[src/rtl/router_rx_port.sv]
// Serial input-port receiver: address capture, pad skip, LSB-first byte deserialiser, show-ahead FIFO.
// Optional statistics counters (pkt_cnt, byte_cnt) are built when RX_STATS_EN is defined.
module router_rx_port #(
  parameter int PAD_CYCLES = 5,
  parameter int FIFO_DEPTH = 8
) (
  input  logic        clock,
  input  logic        reset_n,
  input  logic        din,
  input  logic        frame_n,
  input  logic        valid_n,
  output logic        byte_valid,
  input  logic        byte_ready,
  output logic [7:0]  byte_data,
  output logic [3:0]  byte_da,
  output logic        byte_sop,
  output logic        byte_eop,
  output logic        err_frame,
  output logic        err_ovf,
`ifdef RX_STATS_EN
  output logic [15:0] pkt_cnt,
  output logic [31:0] byte_cnt,
`endif
  output logic [2:0]  dbg_state
);

  // Handshake: an entry moves when byte_valid && byte_ready at posedge clock;
  // once byte_valid is high it stays high, with a stable head, until that handshake.

  localparam int AW = $clog2(FIFO_DEPTH);
  localparam int PW = (PAD_CYCLES > 1) ? $clog2(PAD_CYCLES) : 1;

  typedef enum logic [2:0] {
    S_IDLE = 3'd0,
    S_ADDR = 3'd1,
    S_PAD  = 3'd2,
    S_DATA = 3'd3,
    S_DROP = 3'd4
  } state_e;

  state_e          state_q;
  logic [3:0]      da_q;
  logic [1:0]      acnt_q;
  logic [PW-1:0]   pcnt_q;
  logic [2:0]      idx_q;
  logic [6:0]      sreg_q;
  logic            sop_pend_q;
  logic            err_frame_q;
  logic            err_ovf_q;
  logic [AW:0]     wr_ptr_q;
  logic [AW:0]     rd_ptr_q;
  logic [AW:0]     wr_ptr_d;
  logic [AW:0]     rd_ptr_d;
  logic [13:0]     mem_q [FIFO_DEPTH];

  logic            push_w;
  logic            pop_w;
  logic            full_w;
  logic            wr_en_w;
  logic [13:0]     push_ent_w;

  // The 8th bit bypasses the shift register so the byte lands in the FIFO on its own sampling edge.
  assign push_w     = (state_q == S_DATA) && !valid_n && (idx_q == 3'd7);
  assign push_ent_w = {da_q, sop_pend_q, frame_n, din, sreg_q};

  assign byte_valid = (wr_ptr_q != rd_ptr_q);
  assign pop_w      = byte_valid && byte_ready;
  assign full_w     = ((wr_ptr_q ^ rd_ptr_q) == {1'b1, {AW{1'b0}}});
  assign wr_en_w    = push_w && (!full_w || pop_w);

  assign {byte_da, byte_sop, byte_eop, byte_data} = mem_q[rd_ptr_q[AW-1:0]];

  assign err_frame = err_frame_q;
  assign err_ovf   = err_ovf_q;
  assign dbg_state = state_q;

  always_ff @(posedge clock) begin
    if (!reset_n) begin
      state_q     <= S_IDLE;
      da_q        <= 4'd0;
      acnt_q      <= 2'd0;
      pcnt_q      <= '0;
      idx_q       <= 3'd0;
      sreg_q      <= 7'd0;
      sop_pend_q  <= 1'b0;
      err_frame_q <= 1'b0;
    end else begin
      err_frame_q <= 1'b0;
      case (state_q)
        S_IDLE: begin
          if (!frame_n) begin
            da_q    <= {da_q[3:1], din};
            acnt_q  <= 2'd1;
            state_q <= S_ADDR;
          end
        end
        S_ADDR: begin
          if (frame_n || !valid_n) begin
            err_frame_q <= 1'b1;
            state_q     <= S_IDLE;
          end else begin
            da_q[acnt_q] <= din;
            if (acnt_q == 2'd3) begin
              pcnt_q     <= '0;
              idx_q      <= 3'd0;
              sop_pend_q <= 1'b1;
              if (PAD_CYCLES == 0) state_q <= S_DATA;
              else                 state_q <= S_PAD;
            end else begin
              acnt_q <= acnt_q + 2'd1;
            end
          end
        end
        S_PAD: begin
          if (frame_n) begin
            err_frame_q <= 1'b1;
            state_q     <= S_IDLE;
          end else if (!valid_n) begin
            err_frame_q <= 1'b1;
            state_q     <= S_DROP;
          end else if (pcnt_q == PW'(PAD_CYCLES - 1)) begin
            idx_q      <= 3'd0;
            sop_pend_q <= 1'b1;
            state_q    <= S_DATA;
          end else begin
            pcnt_q <= pcnt_q + PW'(1);
          end
        end
        S_DATA: begin
          if (!valid_n) begin
            if (idx_q == 3'd7) begin
              sop_pend_q <= 1'b0;
              idx_q      <= 3'd0;
              if (frame_n) state_q <= S_IDLE;
            end else if (frame_n) begin
              err_frame_q <= 1'b1;
              state_q     <= S_IDLE;
            end else begin
              sreg_q <= {din, sreg_q[6:1]};
              idx_q  <= idx_q + 3'd1;
            end
          end else if (frame_n) begin
            err_frame_q <= 1'b1;
            state_q     <= S_IDLE;
          end
        end
        S_DROP: begin
          if (frame_n) state_q <= S_IDLE;
        end
        default: state_q <= S_IDLE;
      endcase
    end
  end

  always_comb begin
    wr_ptr_d = wr_ptr_q;
    rd_ptr_d = rd_ptr_q;
    if (wr_en_w) wr_ptr_d = wr_ptr_q + {{AW{1'b0}}, 1'b1};
    if (pop_w)   rd_ptr_d = rd_ptr_q + {{AW{1'b0}}, 1'b1};
  end

  always_ff @(posedge clock) begin
    if (!reset_n) begin
      wr_ptr_q  <= '0;
      rd_ptr_q  <= '0;
      err_ovf_q <= 1'b0;
    end else begin
      wr_ptr_q <= wr_ptr_d;
      rd_ptr_q <= rd_ptr_d;
      if (push_w && !wr_en_w) err_ovf_q <= 1'b1;
    end
  end

  // Storage needs no reset: byte_valid masks it until written.
  always_ff @(posedge clock) begin
    if (wr_en_w) mem_q[wr_ptr_q[AW-1:0]] <= push_ent_w;
  end

`ifdef RX_STATS_EN
  logic [15:0] pkt_cnt_q;
  logic [31:0] byte_cnt_q;

  always_ff @(posedge clock) begin
    if (!reset_n) begin
      pkt_cnt_q  <= 16'd0;
      byte_cnt_q <= 32'd0;
    end else if (wr_en_w) begin
      byte_cnt_q <= byte_cnt_q + 32'd1;
      if (frame_n) pkt_cnt_q <= pkt_cnt_q + 16'd1;
    end
  end

  assign pkt_cnt  = pkt_cnt_q;
  assign byte_cnt = byte_cnt_q;
`endif

  a_head_hold: assert property (@(posedge clock) disable iff (!reset_n)
    (byte_valid && !byte_ready) |=> (byte_valid && $stable({byte_da, byte_sop, byte_eop, byte_data})));

endmodule

[config.mk]
export PLATFORM = sky130hd
export DESIGN_NAME = router_rx_port
export DESIGN_NICKNAME = d
export VERILOG_FILES = /design/src/rtl/router_rx_port.sv
export SDC_FILE = /design/constraint.sdc
export NUM_CORES = 1
export LEC_CHECK = 0
export ABC_AREA = 1
export CAP_MARGIN = 20
export CORE_MARGIN = 5
export CORE_UTILIZATION = 55
export DETAILED_ROUTE_END_ITERATION = 12
export GPL_ROUTABILITY_DRIVEN = 0
export GPL_TIMING_DRIVEN = 0
export PLACE_DENSITY_LB_ADDON = 0.12
export RECOVER_POWER = 50
export SETUP_SLACK_MARGIN = 0.02
export SYNTH_ARGS = -nofsm -noshare
export SYNTH_HDL_FRONTEND = slang
export SYNTH_SLANG_ARGS = --single-unit
[constraint.sdc]
create_clock -name clock -period 5 [get_ports clock]
set_clock_uncertainty 0.2 [all_clocks]
set_input_delay 0.5 -clock clock [delete_from_list [all_inputs] [get_ports clock]]
set_output_delay 0.5 -clock clock [all_outputs]
set_load 0.02 [all_outputs]
* Word level (Yosys, flattened, before mapping)
Memory sizes are Yosys's and may differ from the RTL's. A register that Yosys moved wholly into a read port is not among the register bits. Index checks and enable logic that the tools add are counted. Widths: inputs -> output; s select.
Word-level totals: flip-flop bits (word level) 33, bits in writable memories 112, word-level logic and storage cells 123, memories kept 1
Memory list:
- mem_q | words 8, bits a word 14, rd ports 1, clocked after memory_dff 1, wr ports 1, RTL line 54 | logic [13:0] mem_q [FIFO_DEPTH];
Cells by class: add/subtract/negate cells 5, order comparisons 2, equality and inequality tests 23, muxes and demuxes 50, bitwise gates (word level) 6, reductions and logical operators 24
Operator list (number):
- $mux 3 | 20
- $ne 2x2->1 const B | 9
- $mux 1 | 17
- $reduce_and 8->1 | 2
- $pmux 3 s4 | 1
- $reduce_and 4->1 | 3
- $eq 3x3->1 const B | 3
- $pmux 3 s3 | 1
- $add 4x1->4 const B | 2
- $pmux 4 s2 | 1
- $add 3x1->3 const B | 2
- $eq 3x2->1 const B | 2
- $logic_and 1x1->1 | 6
- $mux 2 | 3
- $pmux 1 s3 | 2
- $pmux 3 s2 | 1
- $reduce_and 3->1 | 2
- $reduce_and 6->1 | 1
- $not 1->1 | 5
- $bwmux 4 | 1
- $eq 4x4->1 const B | 1
- $mux 4 | 1
- $ne 2x1->1 const B | 2
- $ne 4x4->1 | 1
- 17 further kinds | 21

* Depth between registers and ports, before layout
depth in word-level cells 7, gate-level depth with buffers 12, mapped depth without buffers 12

* Worst setup path before layout
Ideal clock, no wire load.
path kind reg-to-reg, start register idx_q[0], end memory mem_q[1][0] (enable), library setup time 384 ps, arrival time 1756 ps, required time 4416 ps, slack 2660 ps, cell stages (with the launch flop) 9, path buffers 0, clock period less this slack 2340 ps, cell sequence dfxtp_1 -> ha_1 -> ha_1 -> inv_1 -> nor2_1 -> nand2_2 -> inv_2 -> nand3_1 -> nor2_1
Between the ends: cells in the longest elaborated chain, start to end 5
RTL lines:
- from (decl) | RTL line 45 | logic [2:0] idx_q;
- from (signal assigned) | RTL line 140 | idx_q <= idx_q + 3'd1;
- $eq 3x3->1 | RTL line 63 | assign push_w = (state_q == S_DATA) && !valid_n && (idx_q == 3'd7);
- $logic_and 1x1->1 | RTL line 63
- $logic_and 1x1->1 | RTL line 69 | assign wr_en_w = push_w && (!full_w || pop_w);
- $mux 1 | RTL line 176 | if (wr_en_w) mem_q[wr_ptr_q[AW-1:0]] <= push_ent_w;
- $mux 1 (not written as such) | RTL line 176
- to (decl) | RTL line 54
No other way between the ends.

==> qor.txt <==
Status: finished clean
Fin nets: 691
Die Area: 13600 um^2
Net switching power: 796 uW
DR iter-0 viols: 401
Sum Neg Setup Slack: 0 ns
# IOs: 26
Multi-input logic area: 1870 um^2
WL/cell: 17.1 um
Yosys top cell by area: edfxtp_1
Final Hold Vio Count: 0
Mean post-synth cell area: 9.95 um^2
Minimum clock period: 3.33 ns
Max Buffers Root-to-Sink: 2
Placed cell area: 6720 um^2
Peak supply drop: 0.414 mV
Drt drc: 0
Pwr per Cell Area: 417 nW/um^2
Worst skew pair latency: 0.42 ns
Critical path class: flop to primary output
First-pass GRT wire length: 22.4 mm
Number of port buffers: 24
CTS buffer count: 17
N_diodes: 0
Slew Limit Fails: 0
WP data arrival: 2.63 ns
Clock network fraction of total power: 39.0%
Internal: 2.24 mW
Switching share of power: 26.3%
Seq cells post-synth: 148
Combinational Power Share: 14.0%
Register area share after synthesis: 65.6%
Post-synthesis cell type count: 22
Largest net degree at the start of global routing: 17
Root buffer cell: clkbuf_16
Register area: 4080 um^2
Post-CTS resize count: 0
Initial antenna violation count: 0
Crit end category: primary output
Via count: 4485
Relative slew margins: 39.6%
Post-CTS Setup Inserts: 0
RSZ-0062 raised after global routing: false
Layout cells sized above 1: 8.15%
H-Tree Depth: 4
Slew @ Worst Pin: 0.904 ns
EDFF count, synth: 112
Synth warn: 0
Max Cap Viol: 0
Synth area leaders: edfxtp_1 (54%), dfxtp_1 (12%), nor2_1 (7.5%)
Top FF cell, synth: edfxtp_1
Pleak: 2.74 nW
Area Overhead vs Synth: 16.6%
# setup viols final: 0
CTS tree: yes
GRT overflow: 0
Cell row count: 38
Hold_buf cts: 0
DP Worst Slack: 1.92 ns
Vias per inst: 5.42
Syn_nets: 642
Final period utilization: 66.5%
Area fraction of the dominant cell type after synthesis: 54.0%
DIE WIDTH: 116 um
Mapped Area: 6230 um^2
Gate Count Post-Synth: 626
Startpoint types: flop
Async S/R FF share, synth: 0%
Fillers: 851
Sink Count: 148
Max Clock Freq: 301 MHz
Final instance area: 7260 um^2
Min-Delay Path Class: flop to flop
Drt pass-1 iters: 5
Routed WL: 14.2 mm
Die Ht: 116 um
Worst-path fanout max: 10
Power Total: 3.03 mW
Starting density of the core: 56.7%
Vias in the first global route: 4293
Layout Utilization: 66.1%
GRT Total Usage: 22.4%
Core Area: 11000 um^2
Worst-path clk slew: 0.06 ns
Final worst slack: 1.67 ns
Routed Antenna Nets: 0
Required @ worst endpoint: 4.30 ns
Final HPWL DP: 9.48 mm
Sequential share of power: 47.1%
-- cell usage in the layout, fill, tap and decap left out --
| cell type | count |
|---|---|
| xor2_1 | 2 |
| dlygate4sd3_1 | 4 |
| nand3_1 | 17 |
| buf_1 | 2 |
| xnor2_1 | 2 |
| nand3b_1 | 1 |
| nand2_2 | 2 |
| nor2_1 | 123 |
| edfxtp_1 | 112 |
| o21ai_0 | 73 |
| buf_2 | 10 |
| clkinv_4 | 2 |
| buf_4 | 1 |
| clkbuf_1 | 14 |
| nor3_1 | 2 |
| nand4_1 | 1 |
| ha_1 | 10 |
| nand2_1 | 119 |
| clkdlybuf4s50_1 | 20 |
| bufinv_16 | 2 |
| buf_6 | 3 |
| a31oi_1 | 16 |
| inv_2 | 5 |
| nor2_4 | 1 |
| clkinv_1 | 2 |
| buf_8 | 2 |
| dfxtp_1 | 36 |
| a21oi_1 | 34 |
| nor2_2 | 5 |
| clkbuf_16 | 17 |
| clkinv_2 | 6 |
| inv_1 | 41 |
-- worst max-delay path, stage by stage (launching register included) --
cell	delay, ns
dfxtp_1	0.32
inv_2	0.05
buf_2	0.20
clkbuf_1	0.50
o21ai_0	0.19
a31oi_1	0.29
clkdlybuf4s50_1	0.66
-- registers in the layout, summed over array words and instances, names as in the netlist, named ones only --
signal / cells
dbg_state: 3
da_q: 4
sreg_q: 7
rd_ptr_q: 4
acnt_q: 2
sop_pend_q: 1
pcnt_q: 3
err_frame: 1
err_ovf: 1
idx_q: 3
wr_ptr_q: 4
mem_q: 112
-- metal layers --
metal / vias to the layer above / GRT usage, % / share of wire [%]
met5: - / 0 / 0
met4: 0 / 8.89 / 1.7
met3: 24 / 5.44 / 5.9
met2: 144 / 38.4 / 51
met1: 2102 / 27.3 / 42
li1: 2215 / - / -
-- synthesized netlist by cell type, types with 3 or more instances --
library cell	count
dfxtp_1	36
nand2_1	118
edfxtp_1	112
nor2_2	3
ha_1	10
nand2_2	3
a31oi_1	16
clkbuf_1	10
nand3_1	17
a21oi_1	34
o21ai_0	73
nor2_1	125
inv_2	6
inv_1	40
buf_2	12
-- cell type report --
cell class / instances / area share [%]
Tap cell: 140 / 2.41
Sequential cell: 148 / 56.2
Timing Repair Buffer: 30 / 4.29
Inverter: 46 / 2.38
Clock buffer: 19 / 5.96
Multi-Input combinational cell: 408 / 25.7
Clock inverter: 12 / 1.59
Buffer: 24 / 1.41
-- power groups by stage --
| stage | Combinational, mW | Clock, mW | Sequential (mW) |
|---|---|---|---|
| detailed placement | 0.424 | 0 | 1.45 |
| floorplan | 0.306 | 0 | 1.45 |
| global placement | 0.407 | 0 | 1.45 |
| global route | 0.495 | 1.25 | 1.43 |
| finish | 0.423 | 1.18 | 1.43 |
| CTS | 0.426 | 1.19 | 1.43 |
-- per-stage QoR --
step / cells / hold WS (ns)
finish: 827 / 0.272
global route: 827 / 0.322
CTS: 827 / 0.282
detailed placement: 796 / 0.268
global placement: 790 / 0.256
floorplan: 626 / 0.262
-- path summary, 6_finish.rpt --
| kind | start | end | slack, ns | cells past startpoint |
|---|---|---|---|---|
| setup reg to reg | idx_q[0] | mem_q[4][5] | 2.20 | 9 |
| hold / removal | err_ovf | err_ovf | 0.27 | 2 |
| hold reg to reg | err_ovf | err_ovf | 0.27 | 2 |
| setup / recovery | flop | byte_da[3] | 1.67 | 6 |
-- cells by family (layout without fill, tap and decap cells) --
group                    after synthesis  after routing  share of synthesized area, %
flip-flops                           148            148                          65.6
AND/OR/NAND/NOR                      271            271                          17.2
XOR/XNOR                               4              4                         0.563
adder cells (fa/ha/maj)               10             10                          2.01
buffers and inverters                 70            131                          4.46
AO/OA/AOI/OAI                        123            123                          10.2
No activity file was read; power rests on OpenSTA's default activity.
